==> config.mk <==
export PLATFORM = sky130hd
export DESIGN_NAME = diferenca_acum_flat
export DESIGN_NICKNAME = d
export VERILOG_FILES = /design/src/rtl/diferenca_acum_if.sv /design/src/rtl/diferenca_acum.sv /design/src/flat_wrapper.sv
export SDC_FILE = /design/constraint.sdc
export NUM_CORES = 1
export LEC_CHECK = 0
export ABC_AREA = 1
export CORE_MARGIN = 2
export CORE_UTILIZATION = 52
export DETAILED_ROUTE_END_ITERATION = 10
export PLACE_DENSITY = 0.8
export SKIP_LAST_GASP = 1
export SYNTH_ARGS = -nofsm -noshare
export SYNTH_HDL_FRONTEND = slang
export SYNTH_SLANG_ARGS = --single-unit
==> constraint.sdc <==
create_clock -name clk -period 2 [get_ports clk]
set_input_delay 0.2 -clock clk [delete_from_list [all_inputs] [get_ports clk]]
set_output_delay 0.2 -clock clk [all_outputs]
set_load 0.05 [all_outputs]
==> src/rtl/diferenca_acum_if.sv <==
`default_nettype none
// ============================================================================
// Module      : diferenca_acum_if
// Description : Operand/result bundle for the diferenca_acum absolute-difference
//               unit. The operand side uses a valid/ready handshake and so does
//               the result side.
//               master : operand source and result consumer
//               slave  : the diferenca_acum block
//   in_valid/in_ready   operand pair handshake (A, B, acum, limpar)
//   out_valid/out_ready result handshake (S, sinal, soma, soma_valid, ovf)
// Revision    : 1.0 - initial release
// ============================================================================
interface diferenca_acum_if #(
    parameter int WIDTH     = 4,
    parameter int ACC_WIDTH = 8
);
    logic                 in_valid;
    logic                 in_ready;
    logic [WIDTH-1:0]     A;
    logic [WIDTH-1:0]     B;
    logic                 acum;
    logic                 limpar;
    logic                 out_valid;
    logic                 out_ready;
    logic [WIDTH-1:0]     S;
    logic                 sinal;
    logic [ACC_WIDTH-1:0] soma;
    logic                 soma_valid;
    logic                 ovf;

    modport master (
        output in_valid, A, B, acum, limpar, out_ready,
        input  in_ready, out_valid, S, sinal, soma, soma_valid, ovf
    );

    modport slave (
        input  in_valid, A, B, acum, limpar, out_ready,
        output in_ready, out_valid, S, sinal, soma, soma_valid, ovf
    );
endinterface
`default_nettype wire

==> src/rtl/diferenca_acum.sv <==
`default_nettype none
// ============================================================================
// Module      : diferenca_acum
// Description : Registered |A-B| unit with sign flag and optional
//               sum-of-absolute-differences accumulation over blocks of
//               N_SAMPLES pairs, behind a one-deep valid/ready output buffer.
// Ports       : clk   - rising-edge clock
//               reset - asynchronous active-high reset
//               bus   - diferenca_acum_if.slave (operand and result handshakes)
// Build macro : DIFERENCA_ACUM_SAT_EN - accumulator saturates instead of
//               wrapping on overflow (ovf behaves the same in both builds)
// Revision    : 1.0 - initial release
// ============================================================================
module diferenca_acum #(
    parameter int WIDTH     = 4,
    parameter int ACC_WIDTH = 8,
    parameter int N_SAMPLES = 4
) (
    input  wire logic          clk,
    input  wire logic          reset,
    diferenca_acum_if.slave    bus
);
    localparam int                 c_cnt_w = (N_SAMPLES > 1) ? $clog2(N_SAMPLES) : 1;
    localparam logic [c_cnt_w-1:0] c_last  = c_cnt_w'(N_SAMPLES - 1);
    localparam logic [c_cnt_w-1:0] c_one   = c_cnt_w'(1);

    typedef enum logic [0:0] {
        OCIOSO = 1'b0,
        CHEIO  = 1'b1
    } state_t;

    state_t               r_state;
    logic [WIDTH-1:0]     r_s;
    logic                 r_sinal;
    logic [ACC_WIDTH-1:0] r_soma;
    logic                 r_soma_valid;
    logic                 r_ovf_out;
    logic [ACC_WIDTH-1:0] r_acc;
    logic [c_cnt_w-1:0]   r_cnt;
    logic                 r_ovf;

    logic                 w_in_ready;
    logic                 w_xfer;
    logic [WIDTH-1:0]     w_diff;
    logic                 w_neg;
    logic [ACC_WIDTH-1:0] w_base_acc;
    logic [c_cnt_w-1:0]   w_base_cnt;
    logic                 w_base_ovf;
    logic [ACC_WIDTH:0]   w_sum;
    logic [ACC_WIDTH-1:0] w_new_acc;
    logic                 w_new_ovf;
    logic                 w_last;

    assign w_in_ready = (r_state == OCIOSO) || bus.out_ready;
    assign w_xfer     = bus.in_valid && w_in_ready;

    always_comb begin
        w_neg  = (bus.A < bus.B);
        w_diff = w_neg ? (bus.B - bus.A) : (bus.A - bus.B);

        // limpar alongside a transfer makes that pair the first of a new block.
        w_base_acc = bus.limpar ? '0   : r_acc;
        w_base_cnt = bus.limpar ? '0   : r_cnt;
        w_base_ovf = bus.limpar ? 1'b0 : r_ovf;

        // One extra bit keeps the carry-out, which is the overflow indication.
        w_sum = {1'b0, w_base_acc} + {{(ACC_WIDTH + 1 - WIDTH){1'b0}}, w_diff};
`ifdef DIFERENCA_ACUM_SAT_EN
        // Once saturated the accumulator sits at full scale; adding a
        // non-negative value keeps it there for the rest of the block.
        w_new_acc = w_sum[ACC_WIDTH] ? {ACC_WIDTH{1'b1}} : w_sum[ACC_WIDTH-1:0];
`else
        w_new_acc = w_sum[ACC_WIDTH-1:0];
`endif
        w_new_ovf = w_base_ovf | w_sum[ACC_WIDTH];
        w_last    = (w_base_cnt == c_last);
    end

    always_ff @(posedge clk or posedge reset) begin
        if (reset) begin
            r_state      <= OCIOSO;
            r_s          <= '0;
            r_sinal      <= 1'b0;
            r_soma       <= '0;
            r_soma_valid <= 1'b0;
            r_ovf_out    <= 1'b0;
            r_acc        <= '0;
            r_cnt        <= '0;
            r_ovf        <= 1'b0;
        end else if (w_xfer) begin
            r_state <= CHEIO;
            r_s     <= w_diff;
            r_sinal <= w_neg;
            if (bus.acum) begin
                // Outputs show the block's value including this pair; the
                // internal state restarts when the block completes.
                r_soma       <= w_new_acc;
                r_ovf_out    <= w_new_ovf;
                r_soma_valid <= w_last;
                if (w_last) begin
                    r_acc <= '0;
                    r_cnt <= '0;
                    r_ovf <= 1'b0;
                end else begin
                    r_acc <= w_new_acc;
                    r_cnt <= w_base_cnt + c_one;
                    r_ovf <= w_new_ovf;
                end
            end else begin
                r_soma       <= w_base_acc;
                r_ovf_out    <= w_base_ovf;
                r_soma_valid <= 1'b0;
                r_acc        <= w_base_acc;
                r_cnt        <= w_base_cnt;
                r_ovf        <= w_base_ovf;
            end
        end else begin
            // Result consumed with nothing new: drop out_valid, keep the data.
            if (r_state == CHEIO && bus.out_ready) begin
                r_state <= OCIOSO;
            end
            // A clear without a transfer leaves any pending result untouched.
            if (bus.limpar) begin
                r_acc <= '0;
                r_cnt <= '0;
                r_ovf <= 1'b0;
            end
        end
    end

    assign bus.in_ready   = w_in_ready;
    assign bus.out_valid  = (r_state == CHEIO);
    assign bus.S          = r_s;
    assign bus.sinal      = r_sinal;
    assign bus.soma       = r_soma;
    assign bus.soma_valid = r_soma_valid;
    assign bus.ovf        = r_ovf_out;
endmodule
`default_nettype wire

==> src/flat_wrapper.sv <==
// flat-port wrapper written by rule: the top's interface ports become plain ports
module diferenca_acum_flat 
#(
    parameter int WIDTH     = 4,
    parameter int ACC_WIDTH = 8,
    parameter int N_SAMPLES = 4
)
  (clk, reset, bus_in_valid, bus_A, bus_B, bus_acum, bus_limpar, bus_out_ready, bus_in_ready, bus_out_valid, bus_S, bus_sinal, bus_soma, bus_soma_valid, bus_ovf);
  diferenca_acum_if #(.WIDTH(WIDTH), .ACC_WIDTH(ACC_WIDTH)) bus_i ();
  input  wire logic clk;
  input  wire logic reset;
  input wire logic [$bits(bus_i.in_valid)-1:0] bus_in_valid;
  input wire logic [$bits(bus_i.A)-1:0] bus_A;
  input wire logic [$bits(bus_i.B)-1:0] bus_B;
  input wire logic [$bits(bus_i.acum)-1:0] bus_acum;
  input wire logic [$bits(bus_i.limpar)-1:0] bus_limpar;
  input wire logic [$bits(bus_i.out_ready)-1:0] bus_out_ready;
  output wire logic [$bits(bus_i.in_ready)-1:0] bus_in_ready;
  output wire logic [$bits(bus_i.out_valid)-1:0] bus_out_valid;
  output wire logic [$bits(bus_i.S)-1:0] bus_S;
  output wire logic [$bits(bus_i.sinal)-1:0] bus_sinal;
  output wire logic [$bits(bus_i.soma)-1:0] bus_soma;
  output wire logic [$bits(bus_i.soma_valid)-1:0] bus_soma_valid;
  output wire logic [$bits(bus_i.ovf)-1:0] bus_ovf;
  assign bus_i.in_valid = bus_in_valid;
  assign bus_i.A = bus_A;
  assign bus_i.B = bus_B;
  assign bus_i.acum = bus_acum;
  assign bus_i.limpar = bus_limpar;
  assign bus_i.out_ready = bus_out_ready;
  assign bus_in_ready = bus_i.in_ready;
  assign bus_out_valid = bus_i.out_valid;
  assign bus_S = bus_i.S;
  assign bus_sinal = bus_i.sinal;
  assign bus_soma = bus_i.soma;
  assign bus_soma_valid = bus_i.soma_valid;
  assign bus_ovf = bus_i.ovf;
  diferenca_acum #(.WIDTH(WIDTH), .ACC_WIDTH(ACC_WIDTH), .N_SAMPLES(N_SAMPLES)) u_core (.clk(clk), .reset(reset), .bus(bus_i));
endmodule
== Yosys cells after proc, flatten, opt, wreduce, memory -nomap -nowiden ==
Index checks and enable logic that the tools add are counted.

* Bits in registers: 27
* Latch bits: 0
* Memory bits (writable): 0
* ROM bits: 0
* Bits of input ports: 14
* Output and inout port bits: 17
* Logic and storage cells: 39
* Memories kept: 0

* Add/sub/neg operators: 4
* $mul: 0
* Divide/modulo/power cells: 0
* Order comparisons: 1
* Equal/unequal tests: 1
* Shift operators: 0
* Mux-type cells: 18
* Bitwise gates (word level): 2
* Reductions and logical operators: 4

{| class="wikitable"
|+ Operators with widths
! kind !! number
|-
| 2-to-1 mux 8 bit || 5
|-
| adder 8 x 4 -> 9 bit || 1
|-
| 2-to-1 mux 1 bit || 8
|-
| 2-to-1 mux 2 bit || 4
|-
| subtractor 4 bit || 2
|-
| less-than comparator 4 bit || 1
|-
| 2-to-1 mux 4 bit || 1
|-
| adder 2 x 1 -> 2 bit, second input constant || 1
|-
| == test 2 bit, second input constant || 1
|-
| logical AND 1 bit || 2
|-
| nonzero test 2 bit || 1
|-
| logical OR 1 bit || 1
|-
| inverter 1 bit || 1
|-
| OR 1 bit || 1
|}

== Longest topological paths before layout ==
Gate-level depths: netlist of run 1.

* Depth in word-level cells: 7
* Mapped depth: 18
* Depth with buffers taken out: 17

== Worst setup path after synthesis of run 1 ==
OpenSTA, ideal clock, no wires.

* Path kind: input-to-reg
* From: in bus_A[0]
* To: reg u_core.r_acc[3]
* Library setup time: 127 ps
* Data arrival time: 2144 ps
* Required time: 1873 ps
* Slack: -271 ps
* Stages on the path: 12
* Path buffers: 0
* Path through: inv_1 -> ha_1 -> fa_1 -> nor2_1 -> nor2_2 -> o21ai_0 -> ha_1 -> or2_2 -> nand2_1 -> o21ai_0 -> o21ai_0 -> o21ai_0

* Word-level cells in the longest chain between the ends: 6
* Elaborated cells between the ends (all ways): 8
* Classes of those cells: add/sub (3); order compare (1); mux (4)

{| class="wikitable"
|+ RTL lines
! what !! RTL line !! RTL
|-
| start, declared || flat_wrapper.sv:13 || <nowiki>input wire logic [$bits(bus_i.A)-1:0] bus_A;</nowiki>
|-
| subtractor 4 bit or less-than comparator 4 bit (tied branches) || diferenca_acum.sv:59, diferenca_acum.sv:58 ||
|-
| 2-to-1 mux 4 bit * || diferenca_acum.sv:59 || <nowiki>w_diff = w_neg ? (bus.B - bus.A) : (bus.A - bus.B);</nowiki>
|-
| named net u_core.w_diff[2] || diferenca_acum.sv:44 || <nowiki>logic [WIDTH-1:0] w_diff;</nowiki>
|-
| adder 8 x 4 -> 9 bit * || diferenca_acum.sv:67 || <nowiki>w_sum = {1'b0, w_base_acc} + {{(ACC_WIDTH + 1 - WIDTH){1'b0}}, w_diff};</nowiki>
|-
| 2-to-1 mux 8 bit * || diferenca_acum.sv:100 || <nowiki>if (w_last) begin</nowiki>
|-
| 2-to-1 mux 8 bit * || diferenca_acum.sv:94 || <nowiki>if (bus.acum) begin</nowiki>
|-
| 2-to-1 mux 8 bit * || diferenca_acum.sv:90 || <nowiki>end else if (w_xfer) begin</nowiki>
|-
| end signal, assigned || diferenca_acum.sv:105 || <nowiki>r_acc <= w_new_acc;</nowiki>
|-
| end signal, assigned || diferenca_acum.sv:113 || <nowiki>r_acc <= w_base_acc;</nowiki>
|-
| end, declared || diferenca_acum.sv:38 || <nowiki>logic [ACC_WIDTH-1:0] r_acc;</nowiki>
|}

The timed path passes the listed nets; every way through them passes the cells marked *.
A chain may end at the register's enable or synchronous reset.

== Final worst setup path of run 1 ==
* From: in bus_A[0]
* To: reg u_core.r_soma[5] (netlist: u_core.bus.soma[5])

* Word-level cells in the longest chain between the ends: 4
* Elaborated cells between the ends (all ways): 6
* Classes of those cells: add/sub (3); order compare (1); mux (2)

{| class="wikitable"
|+ RTL lines
! what !! RTL line !! RTL
|-
| subtractor 4 bit or less-than comparator 4 bit (tied branches) || diferenca_acum.sv:59, diferenca_acum.sv:58 ||
|-
| 2-to-1 mux 4 bit * || diferenca_acum.sv:59 ||
|-
| named net u_core.w_diff[1] || diferenca_acum.sv:44 ||
|-
| adder 8 x 4 -> 9 bit * || diferenca_acum.sv:67 ||
|-
| 2-to-1 mux 8 bit * || diferenca_acum.sv:94 ||
|-
| end signal, assigned || diferenca_acum.sv:97 || <nowiki>r_soma <= w_new_acc;</nowiki>
|-
| end signal, assigned || diferenca_acum.sv:110 || <nowiki>r_soma <= w_base_acc;</nowiki>
|-
| end, declared || diferenca_acum.sv:35 || <nowiki>logic [ACC_WIDTH-1:0] r_soma;</nowiki>
|}

Marked as above.

==> summary.txt, run 1 <==
Clock tree
  – H-Tree Depth: 1
  – Worst-path clk slew: 0.15 ns
  – Root Driver: clkbuf_4
  – Clock Sink Count: 27
  – CTS tree: yes
  – Worst skew pair latency: 0.33 ns
  – # hold bufs at CTS: 0
  – Max clock buf depth: 2
  – CTS Buf Count: 3

Cells and area
  – Fin nets: 294
  – Fin util: 81.9%
  – Share of layout cells above drive strength 1: 38.3%
  – Area grow syn2layout: 50.9%
  – Antenna Cells: 0
  – Cell Count, Final, Fillers Out: 308

STA
  – Final Hold Fails: 0
  – Worst-margin pin slew: 0.502 ns
  – Final-report setup violation count: 0
  – Max Freq: 0.501 GHz
  – RSZ-0062 raised after global routing: true
  – Worst-case clock skew: 0.00850 ns
  – Crit share post-route: 99.8%
  – Rel. slew slack: 66.5%
  – Minimum clock period: 2.00 ns
  – Setup ws final: 0.00362 ns
  – Final hold slack: 0.212 ns
  – Setup TNS: 0 ns
  – Max-slew violation count: 0

Global route
  – Largest net degree at the start of global routing: 28
  – Total global routing track utilization: 24.2%
  – Vias in the first global route: 1,537
  – Gr ovfl total: 0
  – Initial antenna violation count: 0
  – First-pass GRT wire length: 6650 µm

Floorplanning
  – Die Width: 60.5 µm
  – Rows: 20
  – Die height: 60.5 µm
  – Starting Density: 54.3%
  – # IOs: 31
  – Core area: 3050 µm²
  – Full die area: 3660 µm²

Synthesis
  – Synth area leaders: dfrtp_1, nand2_1, ha_1
  – Largest family of logic cells by synthesized area: simple AND/OR/NAND/NOR gates
  – Post-Synth XOR/XNOR Area: 2.64%
  – Post-synthesis instance total: 206
  – Fraction of registers with async set/reset: 100%
  – Warnings, synthesis: 0
  – Post-synthesis sequential area ratio: 40.8%
  – Adder-Cell Fraction of Synth Area: 12.7%
  – Post-synthesis simple-gate area fraction: 26.3%
  – Share of the synthesized area in the top cell type: 40.8%
  – Biggest area consumer among synthesized cells: dfrtp_1
  – Syn Nets: 235
  – Top FF cell, synth: dfrtp_1
  – Mean Syn Cell Area: 8.05 µm²
  – Synth cell types: 32
  – Mux share of post-synthesis cell area: 0%
  – Post-Syn Area: 1660 µm²
  – Compound-Gate Fraction of Synth Area: 10.5%
  – FF+latch count, synth: 27
  – Post-synth EDFFs: 0

Detailed routing
  – Drt total wl: 4520 µm
  – Routed Antenna Nets: 0
  – Via count: 1,643
  – First-iteration detailed-routing DRC count: 84
  – Vias/cell: 5.33
  – Drt pass-1 iters: 4
  – Wirelength per Cell: 14.7 µm
  – Residual DRC: 0

Power
  – Leakage power: 1.27 nW
  – Max VDD drop: 0.473 mV
  – Logic gate share of total power: 48.3%
  – Internal: 1.02 mW
  – Switching share of power: 39.9%
  – Sequential share of power: 37.4%
  – Clock power frac: 14.3%
  – NetSw: 674 µW
  – Power Density: 675 nW/µm²

Job
  – Maxcap violations: 0

Setup path
  – Worst path required time: 2.23 ns
  – CP delay by family, top: simple AND/OR/NAND/NOR gates
  – Critical-path cell list: buf_12, inv_12, ha_4, fa_2, nor2_4, nor2_4, or2_4, o21ai_4, ha_4, nand2_4, nand2_4, nand3_4, nand2_4, nand2_2, nand2_2, nand3_1, nand2_1
  – Internal reg-to-reg setup slack: 0.22 ns
  – Arrival @ worst endpoint: 2.22 ns
  – Max incr delay on CP: 0.39 ns
  – Worst setup path category: input port to flop
  – Buf/Inv on CP: 2
  – CP endpoint kind: flop
  – Slowest CP cell: fa_2
  – Max FO, Critical Path: 5
  – Critical Path Most Common Cell: nand2_4
  – CP startpoint kind: input port

Run status
  – Run status: complete, no violations

Placed design
  – Place WS: -0.906 ns
  – Inst Count DP: 296
  – RePlAce Congestion: 0.861
  – Input/output buffers: 30
  – Hpwl dp: 2760 µm

Min path
  – Hold WC Path Type: input port to asynchronous set/reset pin
## stage by stage
stage	power, mW	area, µm²
global placement	1.27	2210
CTS	1.57	2340
floorplan	1.05	1730
global route	1.77	2500
detailed placement	1.28	2210
finish	1.69	2500
## cells in the final DEF, fill, tap and decap left out, drive strengths merged
master and count:
nor2 12, o31ai 1, clkdlybuf4s50 21, a31oi 2, inv 26, clkbuf 9, o22ai 4, o21ai 12
xor2 4, nand3b 2, nand3 8, dfrtp 27, fa 3, ha 12, buf 32, a21o 1
xnor2 1, nand2 69, nor3 1, or2 3, and3 1, nand4 3, a21oi 10
## kinds of logic after synthesis
kind of cell / count (synthesis)
compound gates: 30
xor+xnor: 5
fa+ha+maj: 15
buf+inv: 30
flops: 27
simple gates: 99
## final timing paths
path | startpoint | to | depth (start not counted)
max | bus_A[0] | u_core.bus.soma[5]$_DFFE_PP0P_ | 17
min | reset | u_core.r_cnt[1]$_DFF_PP0_ | 3
max reg2reg | u_core.r_acc[0]$_DFF_PP0_ | u_core.bus.soma[2]$_DFFE_PP0P_ | 8
min reg2reg | u_core.bus.ovf$_DFFE_PP0P_ | u_core.bus.ovf$_DFFE_PP0P_ | 2
max in group asynchronous | reset | u_core.bus.S[1]$_DFFE_PP0P_ | 3
min in group clk | bus_A[0] | u_core.bus.S[0]$_DFFE_PP0P_ | 3
## power by group through the flow
| stage | registers [mW] | clock network (mW) | logic [mW] |
|---|---|---|---|
| after detailed placement | 0.642 | 0 | 0.634 |
| after global placement | 0.641 | 0 | 0.625 |
| after CTS | 0.631 | 0.241 | 0.699 |
| final | 0.632 | 0.241 | 0.816 |
| after global routing | 0.638 | 0.264 | 0.865 |
| after floorplan | 0.792 | 0 | 0.259 |
## routing by layer
metal  share of wire [%]  vias to the layer above  global-route usage [%]
li1                    -                      780                       -
met1                  43                      767                    32.6
met2                  48                       82                    38.7
met3                 7.1                       14                    5.76
met4                 1.9                        0                    8.39
met5                   0                        -                       0
## worst min-delay path: cells and delay by family
| kind | cells | cell delay (ns) |
|---|---|---|
| buf+inv | 3 | 0.76 |
## cell type report
| type | count | area (µm²) |
|---|---|---|
| multi-input combinational | 149 | 1130 |
| sequential | 27 | 676 |
| fill | 181 | 552 |
| timing repair buffer | 58 | 500 |
| inverter | 26 | 113 |
| tap | 44 | 55.1 |
| clock buffer | 4 | 26.3 |
## flip-flops by register name, indices dropped and copies added (netlist names)
register,flops
u_core.bus.S,4
u_core.bus.ovf,1
u_core.bus.soma_valid,1
u_core.r_ovf,1
u_core.bus.out_valid,1
u_core.r_acc,8
u_core.bus.sinal,1
u_core.r_cnt,2
u_core.bus.soma,8
## cell usage after synthesis (3+ instances only)
| library cell | instances |
|---|---|
| inv_1 | 24 |
| o21ai_2 | 3 |
| ha_1 | 12 |
| a21oi_1 | 10 |
| nand4_1 | 3 |
| dfrtp_1 | 27 |
| nand3_1 | 7 |
| nand2_1 | 67 |
| fa_1 | 3 |
| o21ai_0 | 8 |
| o22ai_1 | 4 |
| nor2_1 | 9 |
| xor2_1 | 4 |
## timing repair
item | in CTS | in global routing
pin swaps | 21 | 30
endpoints found under the setup margin | 16 | 14
cloned | 0 | 0
setup buffers | 6 | 2
gates resized for setup | 42 | 48
Power figures use the tool's default switching activity.
==> run 2: changes to the inputs <==
--- a/config.mk
+++ b/config.mk
@@ -9,8 +9,9 @@
 export CORE_MARGIN = 2
 export CORE_UTILIZATION = 52
 export DETAILED_ROUTE_END_ITERATION = 10
-export PLACE_DENSITY = 0.8
+export PLACE_DENSITY_LB_ADDON = 0.1
 export SKIP_LAST_GASP = 1
+export SLEW_MARGIN = 10
 export SYNTH_ARGS = -nofsm -noshare
 export SYNTH_HDL_FRONTEND = slang
 export SYNTH_SLANG_ARGS = --single-unit
==> constraint.sdc (replaced) <==
create_clock -name clk -period 2.5 [get_ports clk]
set_input_delay 0.25 -clock clk [delete_from_list [all_inputs] [get_ports clk]]
set_output_delay 0.25 -clock clk [all_outputs]
set_load 0.05 [all_outputs]
==> summary.txt, run 2 (synthesis gave the netlist of run 1 again) <==
Setup path
  – Slowest CP cell: clkdlybuf4s50_1
  – FF-to-FF Start: u_core.r_acc[0]$_DFF_PP0_
  – CP startpoint kind: input port
  – Max FO, Critical Path: 7
  – Max incr delay on CP: 0.48 ns
  – Worst path required time: 2.73 ns
  – Worst r2r dst: u_core.bus.soma[2]$_DFFE_PP0P_
  – Critical-path cell list: clkdlybuf4s50_1, inv_1, ha_4, nand2_1, nor2_4, nor2_4, or2_1, o21ai_2, ha_1, nand2_1, nand2_2, nand2_1, o21ai_0, o21ai_1, nand2_1
  – Worst setup path category: input port to flop
  – Reg2Reg Depth: 8
  – Critical Path Most Common Cell: nand2_1
  – Internal reg-to-reg setup slack: 0.62 ns
  – CP endpoint kind: flop
  – Arrival @ worst endpoint: 2.63 ns

Job
  – Maxcap violations: 0

Placed design
  – Input/output buffers: 30
  – RePlAce Congestion: 0.855
  – Hpwl dp: 2760 µm
  – Place WS: -0.558 ns
  – DP Area: 2080 µm²

Cells and area
  – Area grow syn2layout: 34.9%
  – Leading cell type in the layout, fill and taps excluded: nand2_1
  – Post-route design area: 2240 µm²
  – Antenna Cells: 0
  – Share of layout cells above drive strength 1: 19.8%
  – Fin nets: 282
  – Most frequent cells in the layout: nand2_1, dfrtp_1, clkdlybuf4s50_1

STA
  – Setup ws final: 0.101 ns
  – Final-report setup violation count: 0
  – Max Freq: 0.417 GHz
  – Worst-case clock skew: 0.0149 ns
  – Setup TNS: 0 ns
  – Final hold slack: 0.263 ns
  – Rel. slew slack: 64.4%
  – Max-slew violation count: 0
  – Crit share post-route: 96.0%
  – Minimum clock period: 2.40 ns
  – Worst-margin pin slew: 0.534 ns
  – Final Hold Fails: 0

Global route
  – Total global routing track utilization: 22.7%
  – First-pass GRT wire length: 6220 µm
  – Gr ovfl total: 0
  – Vias in the first global route: 1,525
  – Initial antenna violation count: 0
  – Largest net degree at the start of global routing: 28

Clock tree
  – CTS Buf Count: 3
  – H-Tree Depth: 1
  – CTS tree: yes
  – Max clock buf depth: 2
  – Worst-path clk slew: 0.16 ns
  – Clock Sink Count: 27
  – Root Driver: clkbuf_4
  – Worst skew pair latency: 0.35 ns

Floorplanning
  – Die height: 60.5 µm
  – Starting Density: 54.3%
  – Core area: 3050 µm²
  – Rows: 20
  – Die Width: 60.5 µm
  – Full die area: 3660 µm²
  – # IOs: 31

Power
  – Power Density: 557 nW/µm²
  – Leakage power: 1.21 nW
  – Total Power: 1.24 mW
  – Max VDD drop: 0.377 mV

Detailed routing
  – Via count: 1,560
  – Metal1 wirelength: 1660 µm
  – Vias/cell: 5.27
  – Metal2 WL: 2050 µm
  – Wirelength per Cell: 13.4 µm
  – First-iteration detailed-routing DRC count: 76
  – Routed Antenna Nets: 0
  – WL met3: 163 µm
  – Drt total wl: 3970 µm
  – Residual DRC: 0
  – Drt pass-1 iters: 4
  – Top sig layer: met4

Min path
  – Hold WC Path Type: input port to asynchronous set/reset pin

Run status
  – Run status: complete, no violations
run 2: changes by cell type in the layout (fill, tap and decap cells not counted), moves of 6 or more:
cell / delta
nand2_2: -6
nand2_1: +10
nand3_1: +6
buf_4: -10
run 2: metal layers:
metal  GRT usage (%)  vias up
li1                -      747
met1            26.5      755
met2            40.1       45
met3            3.62       13
met4            11.8        0
met5               0        -
run 2: critical path: cells and delay by family:
kind                       cells  cell delay [ns]
AOI/OAI and AO/OA              3             0.45
adders and majority gates      2             0.60
and+or+nand+nor                8             0.77
buffers and inverters          2             0.55
run 2: area by class of cell:
type	instances	area, µm²
fill	241	817
multi-input combinational	149	950
inverter	26	97.6
tap	44	55.1
sequential	27	676
timing repair buffer	46	430
clock buffer	3	22.5
clock inverter	1	5.00
run 2: stage by stage:
| stage | utilization (%) | instances |
|---|---|---|
| floorplan | - | 206 |
| global placement | 68.2 | 288 |
| detailed placement | 68.2 | 288 |
| CTS | 71.3 | 296 |
| global route | 73.2 | 296 |
| finish | 73.2 | 296 |
run 2: timing repair:
action / 4_1_cts / 5_1_grt
endpoints found under the hold margin: 0 / 0
resized for setup: 15 / 14
setup endpoints to repair: 12 / 14
buffers inserted: 4 / 0
pin swaps: 9 / 8
gates cloned: 0 / 0
hold buffers: 0 / 0
run 2: worst max path at each step:
stage,startpoint,cells after the start,endpoint,slack [ns]
final,bus_B[2],15,u_core.bus.soma[3]$_DFFE_PP0P_,0.10
after CTS,bus_A[0],15,u_core.bus.soma[3]$_DFFE_PP0P_,0.007
after detailed placement,bus_A[0],13,u_core.r_acc[3]$_DFF_PP0_,-0.56
after floorplan,bus_A[0],12,u_core.r_acc[3]$_DFF_PP0_,0.18
after global routing,bus_B[2],18,u_core.r_acc[7]$_DFF_PP0_,-0.04
after global placement,bus_A[0],13,u_core.r_acc[3]$_DFF_PP0_,-0.47
run 2: power by group:
group          switching [mW]  leakage (nW)  internal [mW]  total [mW]
clock                   0.138        0.0177         0.0604       0.199
combinational           0.326         0.840          0.215       0.541
sequential             0.0226         0.354          0.483       0.505
==> run 3: changes to the inputs <==
--- a/config.mk
+++ b/config.mk
@@ -5,7 +5,6 @@
 export SDC_FILE = /design/constraint.sdc
 export NUM_CORES = 1
 export LEC_CHECK = 0
-export ABC_AREA = 1
 export CORE_MARGIN = 2
 export CORE_UTILIZATION = 52
 export DETAILED_ROUTE_END_ITERATION = 10
==> summary.txt, run 3 <==
Cells and area
  – Fin util: 79.3%
  – Share of layout cells above drive strength 1: 31.3%
  – Fin nets: 257
  – Area grow syn2layout: 45.3%
  – Most frequent cells in the layout: nand2_1, dfrtp_1, buf_4
  – Antenna Cells: 0

Global route
  – Largest net degree at the start of global routing: 28
  – Total global routing track utilization: 26.2%
  – First-pass GRT wire length: 6980 µm
  – Gr ovfl total: 0
  – Vias in the first global route: 1,428
  – Initial antenna violation count: 0

Setup path
  – Max incr delay on CP: 0.35 ns
  – FF-to-FF Start: u_core.r_acc[0]$_DFF_PP0_
  – Arrival @ worst endpoint: 2.91 ns
  – Internal reg-to-reg setup slack: 0.34 ns
  – CP startpoint kind: input port
  – Reg2Reg Depth: 7
  – Worst setup path category: input port to flop
  – Max FO, Critical Path: 4
  – Buf/Inv on CP: 2
  – Critical-path cell list: buf_8, inv_8, ha_4, fa_2, nand3b_1, nand2_2, mux2i_2, xor2_1, ha_2, o21ai_4, nor4b_4, mux2_4, a22o_1
  – CP delay by family, top: adder cells
  – Worst path required time: 2.73 ns
  – CP endpoint kind: flop
  – Worst r2r dst: u_core.r_acc[6]$_DFF_PP0_
  – Slowest CP cell: nor4b_4

STA
  – Final-report setup violation count: 11
  – Max-slew violation count: 0
  – Crit share post-route: 107%
  – Max Freq: 0.374 GHz
  – Rel. slew slack: 66.4%
  – Worst-case clock skew: 0.0125 ns
  – Worst-margin pin slew: 0.502 ns
  – Final Hold Fails: 0
  – RSZ-0062 raised after global routing: true
  – Setup ws final: -0.177 ns
  – Setup TNS: -0.746 ns
  – Minimum clock period: 2.68 ns

Synthesis
  – Count leader, synth: nand2_1
  – Post-synthesis simple-gate area fraction: 17.9%
  – Synth area leaders: dfrtp_1, ha_1, nand2_1
  – Compound-Gate Fraction of Synth Area: 13.1%
  – Largest family of logic cells by synthesized area: simple AND/OR/NAND/NOR gates
  – Post-synthesis instance total: 169
  – Synth cell types: 38
  – Top FF cell, synth: dfrtp_1
  – Biggest area consumer among synthesized cells: dfrtp_1
  – Mean Syn Cell Area: 9.86 µm²
  – Post-synth EDFFs: 0
  – FF+latch count, synth: 27
  – Commonest cells post-synth: nand2_1, dfrtp_1, o21ai_0
  – Share of the synthesized area in the top cell type: 40.5%
  – Mux share of post-synthesis cell area: 7.21%
  – Post-Syn Area: 1670 µm²
  – Warnings, synthesis: 0
  – Post-Synth XOR/XNOR Area: 4.73%
  – Post-synthesis sequential area ratio: 40.5%
  – Adder-Cell Fraction of Synth Area: 12.6%
  – Syn Nets: 198
  – Fraction of registers with async set/reset: 100%

Floorplanning
  – Die height: 60.6 µm
  – Starting Density: 54.6%
  – Core area: 3050 µm²
  – Die Width: 60.6 µm
  – Rows: 20
  – Full die area: 3670 µm²
  – # IOs: 31

Detailed routing
  – Drt total wl: 4640 µm
  – Drt pass-1 iters: 5
  – Routed Antenna Nets: 0
  – Vias/cell: 5.56
  – Wirelength per Cell: 17.1 µm
  – First-iteration detailed-routing DRC count: 88
  – Residual DRC: 0
  – Via count: 1,508

Clock tree
  – Worst skew pair latency: 0.33 ns
  – Worst-path clk slew: 0.15 ns
  – CTS Buf Count: 3
  – Root Driver: clkbuf_4
  – Clock Sink Count: 27
  – H-Tree Depth: 1
  – Max clock buf depth: 2
  – CTS tree: yes

Power
  – Max VDD drop: 0.307 mV
  – Power Density: 583 nW/µm²
  – Leakage power: 1.13 nW

Run status
  – Failing checks: setup timing
  – Run status: finished with violations

Placed design
  – Input/output buffers: 30
  – Hpwl dp: 2910 µm
  – RePlAce Congestion: 0.921

Min path
  – Hold WC Path Type: input port to asynchronous set/reset pin

Job
  – Maxcap violations: 0
[run 3: changes by cell type in the layout (fill, tap and decap cells not counted), moves of 5 or more]
cell / before / now
buf_6: 0 / 5
buf_4: 16 / 25
nor2_1: 8 / 2
o21ai_0: 4 / 11
inv_1: 23 / 6
nand2_1: 64 / 27
nor2b_1: 0 / 8
nand3_1: 7 / 1
a21oi_1: 8 / 2
nand2b_1: 0 / 7
[run 3: worst max path at each step]
stage | startpoint | end | slack [ns] | depth (start not counted)
floorplan | bus_A[0] | u_core.r_acc[6]$_DFF_PP0_ | -0.17 | 12
global placement | bus_A[0] | u_core.r_acc[6]$_DFF_PP0_ | -0.85 | 13
detailed placement | bus_A[0] | u_core.r_acc[6]$_DFF_PP0_ | -0.95 | 13
CTS | bus_A[0] | u_core.r_acc[6]$_DFF_PP0_ | -0.06 | 13
global route | bus_A[0] | u_core.r_acc[6]$_DFF_PP0_ | -0.23 | 13
finish | bus_A[0] | u_core.r_acc[6]$_DFF_PP0_ | -0.18 | 13
[run 3: per-layer routing]
metal / track usage, % / up-vias / routed length [µm] / part of all wire [%]
met5: 0 / - / 0 / 0
met4: 7.76 / 0 / 76 / 1.6
met3: 2.77 / 14 / 233 / 5.0
met2: 47.2 / 71 / 2450 / 53
met1: 33.2 / 730 / 1880 / 41
li1: - / 693 / - / -
[run 3: cells by family (layout without fill, tap and decap cells)]
| kind of cell | after synthesis | after routing |
|---|---|---|
| and+or+nand+nor | 56 | 56 |
| AOI/OAI and AO/OA | 36 | 36 |
| DFF | 27 | 27 |
| adders and majority gates | 15 | 15 |
| buffers and inverters | 15 | 73 |
| muxes | 11 | 11 |
| xor gates and xnor gates | 9 | 9 |
[run 3: what timing repair did]
action                                  CTS  global route
pin swaps                                15            13
setup buffers                             7             1
gates resized for setup                  48            13
hold buffers                              0             0
endpoints found under the setup margin   16            13
[run 3: final cells by class]
type	count	area, µm²
repair buffers	59	526
inverters	10	45.0
multi-input cells	127	1090
fillers	203	632
flip-flops and latches	27	676
well taps	44	55.1
clock buffers	4	26.3
[run 3: worst register-to-register path, cell delays in order, from the launching register on]
cell      delay [ns]
dfrtp_1         0.39
nor2b_1         0.15
ha_1            0.22
fa_2            0.39
a211oi_2        0.35
nor4b_4         0.09
mux2_4          0.30
a22o_1          0.18
[run 3: stage by stage]
stage | power (mW) | area, µm² | worst slack, ns | hold WS (ns) | cells
2_1_floorplan | 0.866 | 1710 | -0.175 | 0.303 | 169
3_3_place_gp | 1.07 | 2190 | -0.846 | 0.461 | 259
3_5_place_dp | 1.08 | 2190 | -0.945 | 0.468 | 259
4_1_cts | 1.34 | 2370 | -0.0608 | 0.290 | 270
5_1_grt | 1.47 | 2420 | -0.232 | 0.330 | 271
6_report | 1.41 | 2420 | -0.177 | 0.268 | 271
[run 3: where the power goes]
part           switching, mW  internal (mW)
logic                  0.398          0.312
registers             0.0241          0.486
clock network          0.128         0.0624
